## config.mk

```make
export PLATFORM = sky130hd
export DESIGN_NAME = seq_adder
export DESIGN_NICKNAME = d
export VERILOG_FILES = /design/src/rtl/seq_adder.sv
export SDC_FILE = /design/constraint.sdc
export NUM_CORES = 1
export LEC_CHECK = 0
export ABC_AREA = 1
export BUFFER_PORTS_ARGS = -buffer_cell sky130_fd_sc_hd__buf_4
export CAP_MARGIN = 30
export CORE_ASPECT_RATIO = 1.4
export CORE_UTILIZATION = 48
export DETAILED_ROUTE_END_ITERATION = 6
export GPL_TIMING_DRIVEN = 0
export PLACE_DENSITY = 0.71
export SETUP_SLACK_MARGIN = 0.02
export SLEW_MARGIN = 20
export SYNTH_ARGS = -nofsm -noshare
export SYNTH_HDL_FRONTEND = slang
export SYNTH_SLANG_ARGS = --single-unit
```

## constraint.sdc

```tcl
create_clock -name clk -period 2.4 [get_ports clk]
set_input_delay 0.24 -clock clk [delete_from_list [all_inputs] [get_ports clk]]
set_output_delay 0.24 -clock clk [all_outputs]
set_load 0.01 [all_outputs]
```

## src/rtl/seq_adder.sv

```systemverilog
// seq_adder: multi-cycle adder/subtractor that adds one CHUNK-bit slice per clock
//   Parameters: WIDTH operand/result width, CHUNK bits per cycle (WIDTH % CHUNK == 0)
//   Ports: clk, reset (sync, active-high), start, a, b, cin, sub -> busy, done, sum, cout, ovf
//   Optional: define SEQ_ADDER_ZERO_FLAG_EN to add output zero (completed sum == 0)
module seq_adder #(
    parameter int WIDTH = 8,
    parameter int CHUNK = 4
) (
    input  logic             clk,
    input  logic             reset,
    input  logic             start,
    input  logic [WIDTH-1:0] a,
    input  logic [WIDTH-1:0] b,
    input  logic             cin,
    input  logic             sub,
    output logic             busy,
    output logic             done,
    output logic [WIDTH-1:0] sum,
    output logic             cout,
    output logic             ovf
`ifdef SEQ_ADDER_ZERO_FLAG_EN
    ,output logic            zero
`endif
);
    localparam int NCHUNK = WIDTH / CHUNK;
    localparam int IW = NCHUNK > 1 ? $clog2(NCHUNK) : 1;
    typedef enum logic [1:0] {IDLE, RUN, DONE} state_t;
    state_t state, nstate;
    logic [WIDTH-1:0] opa, opb, acc, nxt;
    logic [IW-1:0] idx;
    logic carry, last, accept;
    logic [CHUNK:0] sl;
    assign busy = state == RUN;
    assign done = state == DONE;
    assign last = idx == IW'(NCHUNK - 1);
    assign accept = start && state != RUN;
    always_comb begin
        sl = {1'b0, opa[idx*CHUNK +: CHUNK]} + {1'b0, opb[idx*CHUNK +: CHUNK]} + {{CHUNK{1'b0}}, carry};
        nxt = acc;
        nxt[idx*CHUNK +: CHUNK] = sl[CHUNK-1:0];
    end
    // DONE accepts a new start exactly like IDLE, enabling back-to-back ops
    always_comb begin
        nstate = state == RUN ? (last ? DONE : RUN) : (start ? RUN : IDLE);
    end
    always_ff @(posedge clk) begin
        if (reset)
            state <= IDLE;
        else
            state <= nstate;
    end
    always_ff @(posedge clk) begin
        if (reset) begin
            opa <= '0;
            opb <= '0;
            acc <= '0;
            idx <= '0;
            carry <= 1'b0;
            sum <= '0;
            cout <= 1'b0;
            ovf <= 1'b0;
`ifdef SEQ_ADDER_ZERO_FLAG_EN
            zero <= 1'b0;
`endif
        end else if (accept) begin
            opa <= a;
            opb <= sub ? ~b : b;
            carry <= sub | cin;
            acc <= '0;
            idx <= '0;
        end else if (state == RUN) begin
            acc <= nxt;
            carry <= sl[CHUNK];
            idx <= idx + 1'b1;
            if (last) begin
                sum <= nxt;
                cout <= sl[CHUNK];
                // a^b^s at the MSB recovers the carry into the MSB
                ovf <= sl[CHUNK] ^ opa[WIDTH-1] ^ opb[WIDTH-1] ^ nxt[WIDTH-1];
`ifdef SEQ_ADDER_ZERO_FLAG_EN
                zero <= nxt == '0;
`endif
            end
        end
    end
endmodule

```

* Yosys cells after proc, flatten, opt, wreduce, memory -nomap -nowiden
Cells that the tools add are included. Widths: inputs -> output; s select.
Storage, ports and cells: flip-flop bits (word level) 38, input bits 21, output and inout bits 12, logic and storage cells 37
Operators by class: add/sub/neg operators 4, equal/unequal tests 3, shift operators 4, multiplexer cells 7, bitwise operators 6, reductions and logical operators 4
Operators with widths (number):
- $neg 3->34 | 1
- $shift 4x34->8 const A | 1
- $shiftx 4x34->8 | 1
- $shiftx 8x4->4 | 2
- $bwmux 8 | 1
- $mux 8 | 1
- $not 8->8 | 1
- $add 4x4->5 | 1
- $add 5x1->5 | 1
- $mux 2 | 2
- $mux 1 | 3
- $reduce_and 3->1 | 1
- $xor 1x1->1 | 3
- $eq 2x1->1 const B | 1
- $eq 2x2->1 const B | 1
- $ne 2x1->1 const B | 1
- $reduce_bool 2->1 | 1
- $reduce_or 2->1 | 1
- $add 1x1->1 const B | 1
- $logic_and 1x1->1 | 1
- $not 1->1 | 1
- $or 1x1->1 | 1

* Longest topological paths before layout
Gate-level depths: netlist (run 1).
word-level depth 6, gate-level depth with buffers 13, mapped depth without buffers 13

* Worst setup path after synthesis (run 1)
Ideal clock, no wire load.
path type flip-flop to flip-flop, from register idx, to register ovf, library setup time 115 ps, arrival 2159 ps, required time 2285 ps, slack 127 ps, cell stages (with the launch flop) 13, buffers on the path 1, period minus slack after synthesis 2273 ps, cell sequence dfxtp_1 clkbuf_1 o21ai_0 fa_1 fa_1 nand3_1 nand2_1 nand2_1 nand2_1 nand3_1 nand2_1 nor2_1 nor2_1
Between the ends: longest elaborated chain between the ends 6, elaborated cells between the ends (all ways) 12, classes of those cells add/sub (3); shift (4); mux (1); bitwise (3); reduce/logical (1)
RTL lines:
- from (decl) | line 30 | logic [IW-1:0] idx;
- from (signal assigned) | line 74 | idx <= idx + 1'b1;
- $shiftx 8x4->4 | line 38 | sl = {1'b0, opa[idx*CHUNK +: CHUNK]} + {1'b0, opb[idx*CHUNK +: CHUNK]} + {{CHUNK{1'b0}}, carry};
- $add 4x4->5 | line 38
- $add 5x1->5 | line 38
- $shiftx 4x34->8 / $xor 1x1->1 (equally long branches) | line 40, 79
- $bwmux 8 / $xor 1x1->1 (equally long branches) | line 40, 79
- $xor 1x1->1 | line 79 | ovf <= sl[CHUNK] ^ opa[WIDTH-1] ^ opb[WIDTH-1] ^ nxt[WIDTH-1];
- to (signal assigned) | line 79
- to (decl) | line 20 | output logic ovf
Several ways; a longest one is shown, not always the timed one. A chain may end at the register's enable or synchronous reset.

* Worst setup path in the final report (run 1)
Same ends and word-level chain as after synthesis.

==> results.yml, run 1 <==
worst_setup_path:
  crit_chain: "buf_4 > nand2_1 > o21ai_1 > fa_2 > fa_2 > nand3_1 > nand2_1 > nand2_1 > nand2_1 > nand3_1 > nand2_1 > nor2_1 > nor2_1"
  worst_path_most_repeated_cell: "nand2_1"
  crit_family: "adder cells"
  required_ns: 2.58
  crit_cells: 13
  critPathKind: "reg2reg"
  reg2reg_depth: 13
  crit_buf_inv: 1
  critPathArrivalTime_ns: 2.37
  cp-startpoint: "idx"
  crit_slowest_cell: "fa_2"
  cp_max_fo: 10
  end_kind: "flop"
  r2r-end: "ovf"
  rr_startpoint: "idx"
  r2r_slack_ns: 0.21
  slowest_delay_ns: 0.39
  start_kind: "flop"
min_path:
  hold_path_depth: 2
  min-delay-start: "reset"
  hold_path_class: "in2reg"
  hold_path_end: "state[0]"
clock_tree:
  cts_tree: "done"
  cts_max_level: 2
  clk_path_buf_depth: 2
  clock-root-buffer: "clkbuf_8"
  cts_buffers: 5
  hold_buffers: 0
  clk_latency_ns: 0.28
  cts_sinks: 35
  path_clk_slew_ns: 0.07
grt:
  grt_usage_pct: 21.0
  grt_pass1_vias: 1336
  grt_max_degree: 11
  grt_pass1_wl_mm: 5.79
  grt_antenna_before_repair: 0
  gr-total-overflow: 0
routing:
  drtIter0Drc: 39
  via_per_inst: 4.89
  route.detailed.drc: 0
  ant_nets: 0
  wl_per_cell_um: 11.4
  vias: 1419
  detailedRoute.firstPassIterationCount: 4
  finalWirelength_mm: 3.32
synth:
  synth_flop_cell: "dfxtp_1"
  synth_enable_flop_cells: 0
  ys_seq_area_share_pct: 42.4
  syn_avg_cell_area_um2: 7.79
  syn_inst: 212
  async_flop_share_pct: 0
  synth_area_leaders: "dfxtp_1, nor2_1, nand2_1"
  synth_fp_nets: 238
  syn_area_mm2: 0.00165
  synth.distinct_cells: 29
  ys_ff_latch: 35
  synth_common_cells: "nor2_1, dfxtp_1, nand2_1, o21ai_0, inv_1"
  synth_warnings: 0
  synth.largest_area_cell: "dfxtp_1"
  yosysMostFrequentCell: "nor2_1"
  yosysTopAreaCellShare_pct: 42.4
sta:
  setup-tns-final_ns: 0
  relSlewSlack_pct: 73.1
  period_minus_slack_ns: 2.19
  tightestPinTransition_ns: 0.399
  drv_slew: 0
  setup_viol: 0
  fmax_mhz: 456
  fin_crit_sh_pct: 91.3
  rsz0062_at_grt: "false"
  finClkSkew_ns: 0.00440
  hold_viol_final: 0
floorplanning:
  core_area_mm2: 0.00318
  start_util_pct: 51.9
  chipWidth_um: 51.6
  rows: 24
  ios: 33
  fp.dieH_um: 71.4
  die-area_mm2: 0.00368
cells_and_area:
  num_antenna_cells: 0
  drive_above_1_share_pct: 23.5
  n_fill_cell: 324
  nets: 277
  stdcell_area_mm2: 0.00204
  syn2layout_area_growth_pct: 23.4
  post-route-util_pct: 64.0
placement:
  dpl-instance-area_mm2: 0.00193
  gp_congestion: 0.828
  place_hpwl_mm: 2.44
  io_buffers: 31
power_and_ir_drop:
  p_switching_w: 0.000364
  p_seq_share_pct: 48.4
  combPwrFrac_pct: 19.4
  power.internal_w: 0.000954
  peakVddDrop_mv: 0.442
  p_leak_nw: 0.990
  power_density_mw_per_mm2: 647
  p_sw_share_pct: 27.6
  p_clk_share_pct: 32.2
run:
  max-cap-violations: 0
outcome:
  outcome: "finished clean"
## worst max path at each step
stage	to	slack, ns
after floorplan	ovf	0.13
after global placement	ovf	-0.23
after detailed placement	ovf	-0.26
after CTS	ovf	0.07
after global routing	ovf	0.03
final	ovf	0.21
## power by group through the flow
stage                     Combinational, W  Sequential (W)  Clock (W)
after floorplan                   0.000174        0.000648          0
after global placement            0.000248        0.000650          0
after detailed placement          0.000251        0.000651          0
after CTS                         0.000255        0.000638   0.000431
after global routing              0.000291        0.000643   0.000462
final                             0.000256        0.000639   0.000424
## sequential cells by signal, indices dropped and copies added, names as in the netlist
signal and flops:
sum 8, idx 1, state 2, cout 1
opa 8, acc 5, opb 8, carry 1
ovf 1
## layout make-up
type | instances | area [um^2] | share of cell area (%)
Buffer | 7 | 53.8 | 2.64
Clock buffer | 6 | 82.6 | 4.05
Clock inverter | 1 | 5.00 | 0.246
Inverter | 23 | 96.3 | 4.73
Multi-Input combinational cell | 147 | 810 | 39.7
Sequential cell | 35 | 702 | 34.4
Tap cell | 39 | 48.8 | 2.39
Timing Repair Buffer | 32 | 240 | 11.8
## through the flow
stage,hold WS (ns),total power [W],setup WS [ns],cells
final,0.162,0.00132,0.209,290
after global routing,0.155,0.00140,0.0313,290
after CTS,0.158,0.00132,0.0749,289
after detailed placement,0.441,0.000902,-0.258,282
after global placement,0.436,0.000898,-0.229,282
after floorplan,0.309,0.000822,0.127,212
## kinds of logic (layout without fill, tap and decap cells)
family,Yosys count,after routing,synth area share [%]
compound gates,43,43,14.2
xor+xnor,9,9,4.77
fa+ha+maj,5,5,4.70
buf+inv,30,69,8.86
flops,35,35,42.4
mux,2,2,1.21
simple gates,88,88,23.8
## routing by layer
layer / track usage, % / routed length, um
met2: 37.2 / 1760
met4: 7.21 / 45
met1: 23.7 / 1400
met3: 5.73 / 107
met5: 0 / 0
## cell usage in the layout (no fill, tap or decap)
cell type and instances:
nor2_2 3, inv_4 2, o21ai_1 3, buf_6 3, dfxtp_1 34, inv_6 1, xor2_1 3, o2111ai_1 1
o211a_1 1, inv_2 2, dfxtp_2 1, buf_4 33, nand2_2 1, fa_2 2, mux2i_1 2, nor3_1 1
a211oi_1 2, ha_1 3, o21ai_0 22, nand2_4 1, clkinv_2 1, inv_1 18, buf_2 1, clkbuf_1 2
o22ai_1 3, nor2_8 2, nand2_1 35, nand3_1 9, clkbuf_8 6, nor2_1 36, a21oi_1 10, xnor2_1 6
o211ai_1 1
## what timing repair did
item	CTS	global route
buffers inserted	0	1
gates cloned	0	0
pin swaps	0	1
gates resized for setup	4	3
endpoints found under the setup margin	5	1
Note: power is estimated with default switching activity, not from simulation.
==> run 2: changes to the inputs <==
Settings changed: BUFFER_PORTS_ARGS -buffer_cell sky130_fd_sc_hd__buf_4 to unset, CORE_UTILIZATION 48 to 55, DONT_BUFFER_PORTS set to 1, PLACE_DENSITY 0.71 to 0.7.
==> results.yml, run 2 (synthesis results as in run 1) <==
cells_and_area:
  drive_above_1_share_pct: 12.3
  post-route-util_pct: 63.0
  final_common_cell: "nor2_1"
  top_regs: "opa: 8 flops, opb: 8 flops, sum: 8 flops"
  n_fill_cell: 262
  syn2layout_area_growth_pct: 8.71
  final_cell_mix: "nor2_1, nand2_1, dfxtp_1"
  fin_cells: 256
  nets: 245
  num_antenna_cells: 0
grt:
  gr-total-overflow: 0
  grt_antenna_before_repair: 0
  grt_pass1_vias: 1262
  busiest_layer: "met2"
  grt_max_degree: 11
  use_met3_pct: 5.71
  use_met1_pct: 21.4
  grtUsageMet2_pct: 41.5
  grt_pass1_wl_mm: 5.22
  grt_usage_pct: 21.6
clock_tree:
  post-cts-setup-buffer-count: 0
  cts_max_level: 2
  clk_latency_ns: 0.28
  cts_sinks: 35
  clk_path_buf_depth: 2
  path_clk_slew_ns: 0.07
  ctsResizeCount: 3
  cts_buffers: 5
  cts_tree: "done"
  clock-root-buffer: "clkbuf_8"
  hold_buffers: 0
worst_setup_path:
  reg2reg_depth: 12
  critPathKind: "reg2reg"
  end_kind: "flop"
  required_ns: 2.58
  crit_chain: "buf_4 > o21ai_0 > fa_2 > fa_2 > nand3_1 > nand2_1 > nand2_1 > nand2_1 > nand3_1 > nand2_1 > nor2_1 > nor2_1"
  critPathArrivalTime_ns: 2.39
  r2r-end: "ovf"
  start_kind: "flop"
  rr_startpoint: "idx"
  cp_max_fo: 10
  r2r_slack_ns: 0.19
  worst_path_most_repeated_cell: "nand2_1"
  crit_slowest_cell: "dfxtp_2"
  crit_family: "adder cells"
  crit_buf_inv: 1
  slowest_delay_ns: 0.40
outcome:
  outcome: "finished clean"
floorplanning:
  rows: 23
  chipWidth_um: 48.3
  die-area_mm2: 0.00323
  fp.dieH_um: 66.8
  start_util_pct: 58.0
  ios: 33
  core_area_mm2: 0.00285
run:
  max-cap-violations: 0
power_and_ir_drop:
  peakVddDrop_mv: 0.559
  p_leak_nw: 0.829
  power_density_mw_per_mm2: 714
sta:
  drv_slew: 0
  rsz0062_at_grt: "false"
  hold_viol_final: 0
  hold-worst-slack_ns: 0.0218
  period_minus_slack_ns: 2.21
  tightestPinTransition_ns: 0.419
  finClkSkew_ns: 0.00127
  setup_viol: 0
  fin_crit_sh_pct: 91.9
  fmax_mhz: 453
  relSlewSlack_pct: 71.8
routing:
  route.detailed.drc: 0
  vias: 1341
  ant_nets: 0
  drtIter0Drc: 32
  detailedRoute.firstPassIterationCount: 4
  wl_per_cell_um: 12.8
  via_per_inst: 5.24
  finalWirelength_mm: 3.27
min_path:
  min-delay-start: "reset"
  hold_path_end: "state[1]"
  hold_path_depth: 1
  hold_path_class: "in2reg"
placement:
  place_inst: 249
  place_hpwl_mm: 2.50
  gp_congestion: 0.832
  io_buffers: 0
-- run 2: cell type report --
type	count	area, um^2	area share, %
plain buffers	7	53.8	3.00
well taps	37	46.3	2.58
clock inverters	1	5.00	0.279
clock buffers	6	82.6	4.60
inverters	23	96.3	5.37
flip-flops and latches	35	702	39.1
multi-input cells	147	810	45.1
-- run 2: where the power goes --
part           total (W)  internal (W)  leakage [nW]  switching, W
sequential      0.000640      0.000618         0.287     0.0000221
combinational   0.000217     0.0000825         0.494      0.000135
clock           0.000425      0.000225        0.0470      0.000200
total            0.00128      0.000926         0.829      0.000357
-- run 2: worst max-delay path by stage --
stage,startpoint,end,slack [ns],cells past startpoint
3_3_place_gp,idx,ovf,-0.19,12
6_report,idx,ovf,0.19,12
4_1_cts,idx,ovf,0.04,12
3_5_place_dp,idx,ovf,-0.23,12
5_1_grt,idx,ovf,0.04,13
2_1_floorplan,idx,ovf,0.13,12
-- run 2: metal layers --
metal,vias up,share of wire (%)
li1,690,-
met1,616,40
met2,29,55
met3,6,3.3
met4,0,1.3
met5,-,0
-- run 2: metrics by stage --
| stage | setup TNS (ns) | area [um^2] | setup slack [ns] | power (W) |
|---|---|---|---|---|
| 4_1_cts | 0 | 1790 | 0.0378 | 0.00129 |
| 3_3_place_gp | -0.186 | 1700 | -0.186 | 0.000858 |
| 5_1_grt | 0 | 1800 | 0.0376 | 0.00134 |
| 3_5_place_dp | -0.262 | 1700 | -0.227 | 0.000866 |
| 6_report | 0 | 1800 | 0.193 | 0.00128 |
| 2_1_floorplan | 0 | 1650 | 0.127 | 0.000822 |
